### src/rtl/two_port_mem_init_bypass.sv
// Two-port RAM (1W/1R) with lane write masks, write-first collision bypass, read-valid strobe and
// a post-reset zero-fill sequencer. `define TWO_PORT_MEM_OUTREG_EN adds an output stage (read latency 2).
module two_port_mem_init_bypass #(
  parameter  int addresses    = 32,
  parameter  int width        = 8,
  parameter  int laneWidth    = 8,
  localparam int addressWidth = (addresses > 1) ? $clog2(addresses) : 1,
  localparam int numLanes     = (width + laneWidth - 1) / laneWidth
) (
  input  logic                    clk,
  input  logic                    resetN,
  output logic                    initDone,
  input  logic [addressWidth-1:0] writeAddress,
  input  logic                    writeEnable,
  input  logic [numLanes-1:0]     writeMask,
  input  logic [width-1:0]        writeData,
  input  logic [addressWidth-1:0] readAddress,
  input  logic                    readEnable,
  output logic [width-1:0]        readData,
  output logic                    readValid
);

  typedef enum logic {S_INIT, S_READY} state_t;

  localparam logic [addressWidth:0]   LP_DEPTH = (addressWidth + 1)'(addresses);
  localparam logic [addressWidth-1:0] LP_LAST  = addressWidth'(addresses - 1);

  if (addresses == 0 || width == 0) begin : g_param_check
    $error("FAIL %m: addresses and width must both be nonzero");
  end

  logic [width-1:0]        r_mem [addresses];
  state_t                  r_state;
  state_t                  w_nextState;
  logic [addressWidth-1:0] r_clrCnt;
  logic [width-1:0]        r_rdData;
  logic                    r_rdValid;

  logic [width-1:0]        w_bitMask;
  logic                    w_wrInRange;
  logic                    w_rdInRange;
  logic                    w_wrFire;
  logic                    w_rdFire;
  logic [width-1:0]        w_rdWord;

  always_comb begin
    w_bitMask = '0;
    for (int b = 0; b < width; b++) begin
      w_bitMask[b] = writeMask[b / laneWidth];
    end
  end

  // Non-power-of-2 depths leave a hole in the address space; those accesses never touch the array.
  assign w_wrInRange = {1'b0, writeAddress} < LP_DEPTH;
  assign w_rdInRange = {1'b0, readAddress} < LP_DEPTH;
  assign w_wrFire    = (r_state == S_READY) && writeEnable && w_wrInRange;
  assign w_rdFire    = (r_state == S_READY) && readEnable;

  always_comb begin
    w_rdWord = '0;
    if (w_rdInRange) begin
      w_rdWord = r_mem[readAddress];
      if (w_wrFire && (writeAddress == readAddress)) begin
        w_rdWord = (w_rdWord & ~w_bitMask) | (writeData & w_bitMask);
      end
    end
  end

  // Array itself is never reset; the sequencer zero-fills it one word per cycle instead.
  always_ff @(posedge clk) begin
    if (r_state == S_INIT) begin
      r_mem[r_clrCnt] <= '0;
    end else if (w_wrFire) begin
      r_mem[writeAddress] <= (r_mem[writeAddress] & ~w_bitMask) | (writeData & w_bitMask);
    end
  end

  always_comb begin
    w_nextState = r_state;
    case (r_state)
      S_INIT:  if (r_clrCnt == LP_LAST) w_nextState = S_READY;
      S_READY: w_nextState = S_READY;
      default: w_nextState = S_INIT;
    endcase
  end

  always_ff @(posedge clk or negedge resetN) begin
    if (!resetN) begin
      r_state   <= S_INIT;
      r_clrCnt  <= '0;
      r_rdData  <= '0;
      r_rdValid <= 1'b0;
    end else begin
      r_state   <= w_nextState;
      if (r_state == S_INIT) r_clrCnt <= r_clrCnt + 1'b1;
      r_rdValid <= w_rdFire;
      if (w_rdFire) r_rdData <= w_rdWord;
    end
  end

  assign initDone = (r_state == S_READY);

`ifdef TWO_PORT_MEM_OUTREG_EN
  logic [width-1:0] r_outData;
  logic             r_outValid;

  always_ff @(posedge clk or negedge resetN) begin
    if (!resetN) begin
      r_outData  <= '0;
      r_outValid <= 1'b0;
    end else begin
      r_outValid <= r_rdValid;
      if (r_rdValid) r_outData <= r_rdData;
    end
  end

  assign readData  = r_outData;
  assign readValid = r_outValid;
`else
  assign readData  = r_rdData;
  assign readValid = r_rdValid;
`endif

endmodule

### config.mk
export PLATFORM = sky130hd
export DESIGN_NAME = two_port_mem_init_bypass
export DESIGN_NICKNAME = d
export VERILOG_FILES = /design/src/rtl/two_port_mem_init_bypass.sv
export SDC_FILE = /design/constraint.sdc
export NUM_CORES = 1
export LEC_CHECK = 0
export CAP_MARGIN = 20
export CORE_ASPECT_RATIO = 0.5
export CORE_MARGIN = 4
export CORE_UTILIZATION = 56
export CTS_CLUSTER_DIAMETER = 80
export CTS_CLUSTER_SIZE = 24
export DETAILED_ROUTE_END_ITERATION = 8
export PLACE_DENSITY_LB_ADDON = 0.12
export SYNTH_ARGS = -nofsm -noshare
export SYNTH_HDL_FRONTEND = slang
export SYNTH_SLANG_ARGS = --single-unit
### constraint.sdc
create_clock -name clk -period 2.06 [get_ports clk]
set_input_delay 0.412 -clock clk [delete_from_list [all_inputs] [get_ports clk]]
set_output_delay 0.412 -clock clk [all_outputs]
set_load 0.05 [all_outputs]
---- Word level (Yosys, flattened, before mapping) ----
Memories as Yosys holds them, arrays and structs flattened.
Cells that the tools add are included.
cells by class
  add/sub/neg operators ................... 1
  $mul .................................... 0
  div/mod/pow operators ................... 0
  $lt $le $gt $ge ......................... 0
  eq/ne operators ......................... 2
  shift operators ......................... 0
  mux-type cells .......................... 10
  bitwise gates (word level) .............. 7
  reduce and logical (&&, ||, !) cells .... 4
operator list
  kind                                          count
  bitwise AND 8 bit                             3
  2-to-1 mux 8 bit                              2
  bitwise OR 8 bit                              2
  NOT 8 bit                                     1
  OR reduction 8 bit                            1
  2-to-1 mux 1 bit                              6
  adder 5 x 1 -> 5 bit (second input constant)  1
  == test 5 bit                                 1
  == test 5 bit (second input constant)         1
  2-to-1 mux 5 bit                              1
  logical AND 1 bit                             3
  case mux 1 bit (2 select lines)               1
  NOT 1 bit                                     1
word-level totals
  bits in registers ....................... 15
  latch bits .............................. 0
  bits in writable memories ............... 256
  ROM bits ................................ 0
  input port bits ......................... 23
  logic and storage cells ................. 29
  memories kept ........................... 1
memory list
  name   words  width  rd ports  clocked after Yosys merged registers in  wr ports  line  source
  r_mem  32     8      2         0                                        1         32    logic [width-1:0] r_mem [addresses];

---- Logic depth before layout (Yosys ltp) ----
Gate-level depths: netlist (run 1).
  depth after elaboration ................. 6
  gate-level depth with buffers ........... 9
  depth with buffers taken out ............ 5

---- Worst setup path before layout (run 1) ----
OpenSTA, ideal clock, no wires.
  path kind ............................... input-to-reg
  start ................................... input port writeAddress[1]
  end ..................................... memory r_mem[0][5], data pin
  library setup time ...................... 0.351 ns
  data arrival time ....................... 2.381 ns
  data required time ...................... 1.709 ns
  setup slack ............................. -0.672 ns
  stages on the path ...................... 8
  buffers on the path ..................... 3
  cell sequence ........................... buf_2 buf_2 buf_4 mux4_2 mux2i_1 a22oi_1 nand3_1 nor2_1
between the ends
  cells in the longest elaborated chain, start to end .. 4
RTL lines
  item                               line  source
  start: declaration                 13    input logic [addressWidth-1:0] writeAddress,
  memory (32 x 8 bit)                n/a
  bitwise AND 8 bit                  74    r_mem[writeAddress] <= (r_mem[writeAddress] & ~w_bitMask) | (writeData & w_bitMask);
  bitwise OR 8 bit                   74
  2-to-1 mux 8 bit (no source line)  n/a
  end: declaration                   32
No other way between the ends.

==> results_dict.tcl, run 1 <==
set metrics [dict create \
    synth_common_cells "256 x edfxtp_1, 115 x mux4_2, 49 x nand2_1" \
    power_mw 11.0 \
    status "finished, violations left" \
    cts_max_path_buffers 3 \
    grt_pass1_wl_um 56300 \
    combPwrFrac_pct 15.3 \
    rsz0062_at_grt "true" \
    syn_area_sq_um 13100 \
    max_freq_mhz 472 \
    cts_tree "built" \
    numClockSinks 271 \
    hold_viol 0 \
    antenna_found_initial 2 \
    p_switching_mw 2.77 \
    synth_top_area_share_pct 58.9 \
    drv_slew 0 \
    synth_edf_count 256 \
    synth_cells 732 \
    r2r_end "r_mem[16][0]" \
    crit_required_ns 2.32 \
    port_buffers 32 \
    synth_cell_types 54 \
    path_class "register to register" \
    layout.nets 945 \
    cpPeakStageDelay_ns 0.52 \
    ys_seq_area_share_pct 61.8 \
    synth-simple-area-share_pct 5.23 \
    dp_hpwl_um 27800 \
    final_cells 1236 \
    final_cell_area_sq_um 16300 \
    violations "negative setup slack" \
    dieHeight_um 116 \
    final_core_util_pct 71.0 \
    power_density_nw_per_um2 679 \
    grt_pass1_vias 8449 \
    maxCapViolations 0 \
    gr-total-overflow 0 \
    worstPathMaxFanout 16 \
    grt_use_total_pct 30.6 \
    reg2reg_from "r_mem[27][0]" \
    vias_per_cell 6.98 \
    dr.pass1.iters 6 \
    post_dp_cell_area_sq_um 15500 \
    synth_top_family_by_area "multiplexers" \
    cp_num_buf_inv 1 \
    die_area_sq_um 26000 \
    hold_class "primary input to asynchronous set/reset pin" \
    slowest_stage "mux4_2" \
    synth_area_leaders "edfxtp_1 59%, mux4_2 20%, mux2i_1 3.2%" \
    crit_path_start "r_mem[27][0]" \
    fin_hold_ws_ns 0.229 \
    yosys_warnings 0 \
    skew_ns 0.0287 \
    syn_nets 757 \
    ios 33 \
    synth_seq_cells 271 \
    htreeDepth 1 \
    power_frac_clock_pct 28.7 \
    crit_path_end "r_mem[16][0]" \
    yosysTopAreaCell "edfxtp_1" \
    tns_ns -2.36 \
    r2r_slack_ns -0.06 \
    syn_to_final_growth_pct 24.6 \
    crit_chain "mux4_2, a22oi_2, nand3_1, a32o_2, buf_12" \
    timing.final.crit_period_ns 2.12 \
    cts.clk_slew.worst_paths_ns 0.10 \
    syn_area_per_cell_sq_um 17.8 \
    row_count 39 \
    finalWorstSetupSlack_ns -0.0575 \
    grt_max_degree 33 \
    worstPathArrival_ns 2.38 \
    cts_made_buffers 15 \
    die-width_um 224 \
    setup_viol 72 \
    post-cts-setup-buffers 0 \
    wl_per_cell_um 32.6 \
    hold_buffers 0 \
    synth.area.mux_share_pct 25.6 \
    ir_drop_v 0.000911 \
    route.detailed.drc 0 \
    vias 8623 \
    routed_wl_um 40300 \
    dp_slack_ns -0.725 \
    cts-root-buf "clkbuf_16" \
    max-slew-margin-rel_pct 60.1 \
    cp.depth 5 \
    gp_congestion 0.969 \
    placed_cells 1202 \
    core-area_sq_um 22900 \
    worst_setup_path_start_kind "register" \
    worst_pin_slew_ns 0.598 \
    critical_path.top_delay_family "compound AO/OA/AOI/OAI gates" \
    ys.flop_type "edfxtp_1" \
    synthAdderAreaFrac_pct 0.192 \
    initial_core_util_pct 57.0 \
    drive_above_1_share_pct 44.9 \
    p_leak_nw 5.65 \
    synth_compound_area_share_pct 4.31 \
    p_seq_share_pct 55.9 \
    ant_nets 0 \
    yosysMostFrequentCell "edfxtp_1" \
    p_int_mw 8.27 \
    drt_iter0_drc 1420 \
    fin_crit_sh_pct 103 \
    synthXorXnorAreaFrac_pct 0.537 \
    worst_skew_pair.late_latency_ns 0.51 \
    end_kind "register" \
    sw_frac_of_total_pct 25.1 \
    async_reset_ff_share_pct 5.54 \
    r2r.worst_path.cells 5 \
]
layout by cell type, fill, tap and decap left out, types with 5 or more instances in the layout:
cell type	netlist	routed
mux4_2	115	115
a22oi_1	15	10
nand3b_1	5	5
clkbuf_1	19	9
mux2i_1	42	33
mux4_1	10	10
dlygate4sd2_1	0	7
buf_12	2	37
o211ai_1	6	6
edfxtp_1	256	256
a22oi_2	0	5
nand2_1	49	45
mux2i_4	0	5
nor2_2	0	16
and3_1	7	6
mux2_2	6	6
clkdlybuf4s50_1	0	15
xnor2_1	5	5
nand3_1	15	11
nor2_1	46	16
a31oi_1	8	7
clkbuf_16	0	15
nor2b_1	8	7
buf_4	7	149
a21oi_1	12	10
dfrtp_1	15	14
nor2_4	0	16
area by class of cell:
cell class	count	area [sq um]
repair buffers	216	2180
clock buffers	24	409
inverters	3	11.3
clock inverters	1	20.0
diodes	1	2.50
fillers	1474	6630
flip-flops and latches	271	8060
well taps	307	384
multi-input cells	413	5190
how the worst min path moves through the flow:
| stage | startpoint | end | slack (ns) | cells past startpoint |
|---|---|---|---|---|
| floorplan | resetN | initDone | 0.12 | 0 |
| global placement | readData[5] | readData[5] | 0.56 | 2 |
| detailed placement | readData[0] | readData[0] | 0.56 | 2 |
| CTS | resetN | r_clrCnt[2] | 0.23 | 2 |
| global route | resetN | r_clrCnt[2] | 0.24 | 2 |
| finish | resetN | r_clrCnt[2] | 0.23 | 2 |
cells by family after synthesis:
family | count (synthesis)
flops | 271
mux | 173
simple gates | 147
compound gates | 76
buf+inv | 55
xor+xnor | 8
fa+ha+maj | 2
registers in the layout, summed over array words and instances (netlist names):
| register | count |
|---|---|
| readData | 8 |
| r_clrCnt | 5 |
| initDone | 1 |
| readValid | 1 |
| r_mem | 256 |
routing by layer:
metal	share of wire, %	up-vias	wire, um	GRT usage [%]
met5	0.21	-	86	0
met4	2.6	2	1030	6.65
met3	14	79	5800	11.3
met2	44	594	17700	45.4
met1	39	4491	15700	44.3
li1	-	3457	-	-
power by group through the flow:
| stage | Sequential (mW) | Clock (mW) | Combinational [mW] |
|---|---|---|---|
| floorplan | 6.36 | 0 | 0.762 |
| global placement | 6.30 | 0 | 1.51 |
| detailed placement | 6.30 | 0 | 1.52 |
| CTS | 6.18 | 3.20 | 1.56 |
| global route | 6.18 | 3.44 | 1.75 |
| finish | 6.18 | 3.17 | 1.69 |
what timing repair did:
action | CTS | global route
gates resized for setup | 22 | 41
pin swaps | 4 | 10
gates cloned | 3 | 5
endpoints found under the setup margin | 227 | 363
(Power assumes the default switching activity.)
==> inputs of run 2 (changes only) <==
--- a/config.mk
+++ b/config.mk
@@ -8,7 +8,7 @@
 export CAP_MARGIN = 20
 export CORE_ASPECT_RATIO = 0.5
 export CORE_MARGIN = 4
-export CORE_UTILIZATION = 56
+export CORE_UTILIZATION = 55
 export CTS_CLUSTER_DIAMETER = 80
 export CTS_CLUSTER_SIZE = 24
 export DETAILED_ROUTE_END_ITERATION = 8
==> results_dict.tcl, run 2 (synthesis results as in run 1) <==
set metrics [dict create \
    timing.final.crit_period_ns 2.07 \
    largest_reg_flops 256 \
    status "finished, violations left" \
    p_seq_share_pct 56.3 \
    setup_viol 3 \
    vias_per_cell 6.85 \
    path_class "register to register" \
    drt_iter0_drc 1032 \
    initial_core_util_pct 56.5 \
    hold_class "primary input to asynchronous set/reset pin" \
    cpPeakStageDelay_ns 0.50 \
    port_buffers 32 \
    r2r.worst_path.cells 5 \
    worst_skew_pair.late_latency_ns 0.50 \
    cts_tree "built" \
    power_density_nw_per_um2 676 \
    row_count 39 \
    htreeDepth 1 \
    dr.pass1.iters 5 \
    cts_made_buffers 15 \
    finalWorstSetupSlack_ns -0.00597 \
    power_frac_clock_pct 28.6 \
    worstPathMaxFanout 16 \
    wl_met3_um 5560 \
    placed_cells 1199 \
    slowest_stage "mux4_2" \
    die_area_sq_um 26400 \
    crit_chain "mux4_2, a22oi_2, nand3_2, a32o_2, buf_12" \
    layout_commonest_cell "edfxtp_1" \
    dp_hpwl_um 27800 \
    wl_met1_um 16000 \
    cts.clk_slew.worst_paths_ns 0.10 \
    reg2reg_from "r_mem[27][0]" \
    p_leak_nw 5.65 \
    dieHeight_um 117 \
    wl_met2_um 17500 \
    vias 8454 \
    worst_setup_path_start_kind "register" \
    fin_hold_ws_ns 0.242 \
    power_mw 11.0 \
    violations "negative setup slack" \
    ir_drop_v 0.000773 \
    die-width_um 226 \
    gp_congestion 0.936 \
    crit_required_ns 2.29 \
    antenna_cells 0 \
    route.detailed.drc 0 \
    ant_nets 0 \
    syn_to_final_growth_pct 24.4 \
    rsz0062_at_grt "true" \
    grt_use_total_pct 29.8 \
    p_switching_mw 2.73 \
    layout.nets 946 \
    grt_max_degree 33 \
    grt_pass1_wl_um 55400 \
    end_kind "register" \
    fin_crit_sh_pct 100 \
    drive_above_1_share_pct 45.7 \
    combPwrFrac_pct 15.1 \
    maxCapViolations 0 \
    gr-total-overflow 0 \
    ios 33 \
    max_freq_mhz 484 \
    drv_slew 0 \
    wl_per_cell_um 32.2 \
    fillers 1505 \
    routed.top_layer "met4" \
    sw_frac_of_total_pct 24.8 \
    max-slew-margin-rel_pct 64.9 \
    numClockSinks 271 \
    worst_pin_slew_ns 0.529 \
    cts_max_path_buffers 3 \
    final_cells 1235 \
    routed_wl_um 39800 \
    largest-register "r_mem" \
    cts-root-buf "clkbuf_16" \
    r2r_slack_ns -0.006 \
    final_cell_mix "256 x edfxtp_1, 149 x buf_4, 116 x mux4_2" \
    worstPathArrival_ns 2.30 \
    p_int_mw 8.25 \
    hold_viol 0 \
    antenna_found_initial 0 \
    skew_ns 0.0287 \
    core-area_sq_um 23100 \
    grt_pass1_vias 8237 \
    r2r_end "r_mem[7][0]" \
]
==> run 2: cell types whose count changed in the layout (fill, tap and decap cells not counted), moves of 2 or more <==
cell     previous run  this run
nand2_1            45        43
nor2_2             16        18
mux2i_1            33        35
nor2_4             16        14
nand2_2             4         6
buf_16              2         0
mux2i_4             5         2
o21ai_4             0         2
a21oi_1            10         8
buf_6               2         5
o21ai_2             2         0
==> run 2: worst max-delay path by stage <==
stage / from / to / slack (ns) / depth (start not counted)
after global routing: initDone / r_mem[9][6] / -0.06 / 5
after floorplan: initDone / r_mem[17][0] / -0.11 / 5
after CTS: r_mem[0][6] / r_mem[1][6] / 0.003 / 5
after detailed placement: writeAddress[4] / r_mem[31][7] / -0.62 / 6
final: r_mem[27][0] / r_mem[7][0] / -0.006 / 5
after global placement: writeAddress[4] / r_mem[30][7] / -0.63 / 6
==> run 2: cell type report <==
| class | count | area, sq um | area share (%) |
|---|---|---|---|
| sequential | 271 | 8060 | 49.7 |
| clock buffer | 23 | 405 | 2.50 |
| timing repair buffer | 217 | 2160 | 13.3 |
| multi-input combinational | 413 | 5190 | 31.9 |
| tap | 307 | 384 | 2.37 |
| clock inverter | 1 | 20.0 | 0.123 |
| inverter | 3 | 11.3 | 0.0694 |
==> run 2: metal layers <==
metal	up-vias	GRT usage, %
met2	546	44.7
met1	4379	42.6
li1	3466	-
met3	63	12.3
met5	-	0
met4	0	4.97
==> run 2: what timing repair did <==
| item | 4_1_cts | 5_1_grt |
|---|---|---|
| hold buffers | 0 | 0 |
| pin swaps | 5 | 10 |
| setup endpoints to repair | 259 | 350 |
| resized for setup | 34 | 34 |
| buffers inserted | 3 | 1 |
| cloned | 3 | 5 |
==> run 2: worst max-delay path, delay by kind of cell, from the launching register on <==
kind                   cells  cell delay, ns
muxes                      1            0.50
DFF                        1            0.42
buffers and inverters      1            0.17
AOI/OAI and AO/OA          2            0.55
and+or+nand+nor            1            0.15
==> run 2: through the flow <==
step / utilization (%) / area [sq um] / worst slack, ns / setup TNS [ns]
after floorplan: - / 13300 / -0.107 / -9.99
after global placement: 66.8 / 15400 / -0.629 / -236.99
after detailed placement: 66.8 / 15400 / -0.624 / -246.94
after CTS: 69.3 / 16000 / 0.00272 / 0
after global routing: 70.3 / 16200 / -0.0563 / -0.551
final: 70.3 / 16200 / -0.00597 / -0.0152
==> run 2: power groups by stage <==
stage,Clock (mW),Sequential (mW),Combinational (mW)
6_report,3.14,6.18,1.66
5_1_grt,3.40,6.18,1.73
4_1_cts,3.18,6.17,1.55
3_5_place_dp,0,6.30,1.51
3_3_place_gp,0,6.30,1.49
2_1_floorplan,0,6.36,0.762
==> inputs of run 3 (changes only) <==
--- a/config.mk
+++ b/config.mk
@@ -13,6 +13,7 @@
 export CTS_CLUSTER_SIZE = 24
 export DETAILED_ROUTE_END_ITERATION = 8
 export PLACE_DENSITY_LB_ADDON = 0.12
+export SETUP_SLACK_MARGIN = 0.4
 export SYNTH_ARGS = -nofsm -noshare
 export SYNTH_HDL_FRONTEND = slang
 export SYNTH_SLANG_ARGS = --single-unit
==> results_dict.tcl, run 3 (synthesis results as in run 1) <==
set metrics [dict create \
    worst_skew_pair.late_latency_ns 0.51 \
    row_count 39 \
    core-area_sq_um 23100 \
    ios 33 \
    grt_pass1_vias 8652 \
    worst_setup_path_start_kind "register" \
    layout.nets 994 \
    rsz0062_at_grt "true" \
    tns_ns 0 \
    power_density_nw_per_um2 636 \
    worst_pin_slew_ns 0.570 \
    syn_to_final_growth_pct 36.0 \
    cts_max_path_buffers 3 \
    grt_max_degree 26 \
    ir_drop_v 0.000441 \
    port_buffers 32 \
    antenna_found_initial 1 \
    hold_class "primary input to asynchronous set/reset pin" \
    dieHeight_um 117 \
    status "completed" \
    die_area_sq_um 26400 \
    hold_buffers 0 \
    fin_crit_sh_pct 99.7 \
    grt_pass1_wl_um 58900 \
    dp_slack_ns -0.592 \
    max-slew-margin-rel_pct 62.0 \
    ant_nets 0 \
    worstPathMaxFanout 8 \
    die-width_um 226 \
    cts_made_buffers 15 \
    max_freq_mhz 487 \
    drt_iter0_drc 1284 \
    finalWorstSetupSlack_ns 0.00707 \
    largest_reg_flops 256 \
    end_kind "register" \
    vias 8917 \
    gr-total-overflow 0 \
    vias_per_cell 6.97 \
    drive_above_1_share_pct 54.7 \
    numClockSinks 271 \
    cts-root-buf "clkbuf_16" \
    timing.final.crit_period_ns 2.05 \
    routed_wl_um 43200 \
    worstPathArrival_ns 2.29 \
    final_cell_mix "256 x edfxtp_1, 123 x buf_4, 119 x mux4_2" \
    largest-register "r_mem" \
    htreeDepth 1 \
    route.detailed.drc 0 \
    drv_slew 0 \
    setup_viol 0 \
    p_leak_nw 6.13 \
    initial_core_util_pct 56.5 \
    grt_use_total_pct 31.9 \
    maxCapViolations 0 \
    dr.pass1.iters 9 \
    antenna_cells 0 \
    hold_viol 0 \
    wl_per_cell_um 33.8 \
    layout_commonest_cell "edfxtp_1" \
    gp_congestion 1.01 \
    crit_required_ns 2.29 \
    path_class "register to register" \
    cts.clk_slew.worst_paths_ns 0.11 \
    skew_ns 0.0292 \
    cts_tree "built" \
    dp_hpwl_um 27700 \
]
## run 3: changes by cell type in the layout (fill, tap and decap cells not counted), sizes merged
| cell | change |
|---|---|
| buf | +49 |
| dlygate4sd2 | -5 |
| a22o | +1 |
| clkdlybuf4s50 | -4 |
| nor2 | +3 |
| dlymetal6s2s | +2 |
| bufbuf | -1 |
## run 3: final timing paths
kind,from,to,slack (ns),depth (start not counted)
min in group clk,readData[5],readData[5],0.58,2
setup reg to reg,r_mem[16][6],r_mem[16][6],0.007,6
setup / recovery,r_mem[16][6],r_mem[16][6],0.007,6
max in group asynchronous,resetN,initDone,1.56,2
hold / removal,resetN,r_clrCnt[1],0.25,2
hold reg to reg,readData[5],readData[5],0.58,2
## run 3: area by class of cell
type | count | area (sq um)
clock inverters | 1 | 20.0
flip-flops and latches | 271 | 8070
multi-input cells | 417 | 5840
inverters | 3 | 11.3
repair buffers | 261 | 3030
clock buffers | 20 | 394
fillers | 1267 | 5330
well taps | 307 | 384
## run 3: power by group
| part | switching [mW] | total, mW | internal (mW) | leakage [nW] |
|---|---|---|---|---|
| logic | 1.10 | 1.98 | 0.875 | 3.42 |
| clock network | 1.75 | 3.13 | 1.38 | 0.201 |
| registers | 0.0393 | 6.17 | 6.13 | 2.52 |
| total | 2.89 | 11.3 | 8.39 | 6.13 |
## run 3: layer usage
layer	track usage, %	up-vias	part of all wire, %
met4	7.99	2	3.0
li1	-	3568	-
met5	0	-	0.019
met2	48.7	592	45
met3	12.2	109	13
met1	44.4	4646	39
## run 3: through the flow
stage,power (mW),area [sq um],utilization [%],hold slack [ns],cells
6_report,11.3,17700,76.9,0.253,1280
5_1_grt,11.6,17700,76.9,0.257,1280
4_1_cts,11.1,16800,72.9,0.250,1243
3_5_place_dp,7.87,15800,68.4,0.556,1196
3_3_place_gp,7.85,15800,68.4,0.559,1196
2_1_floorplan,7.15,13500,-,0.116,732
## run 3: timing repair
item,in CTS,in global routing
pin swaps,32,58
gates cloned,12,3
endpoints found under the setup margin,529,522
endpoints found under the hold margin,0,0
buffers inserted,14,34
gates resized for setup,123,119
## run 3: critical path: stages (launching register included)
cell and delay, ns:
edfxtp_1 0.41, mux4_2 0.49, mux2i_2 0.19, buf_4 0.18, a221oi_4 0.07, buf_6 0.15
a22o_4 0.28
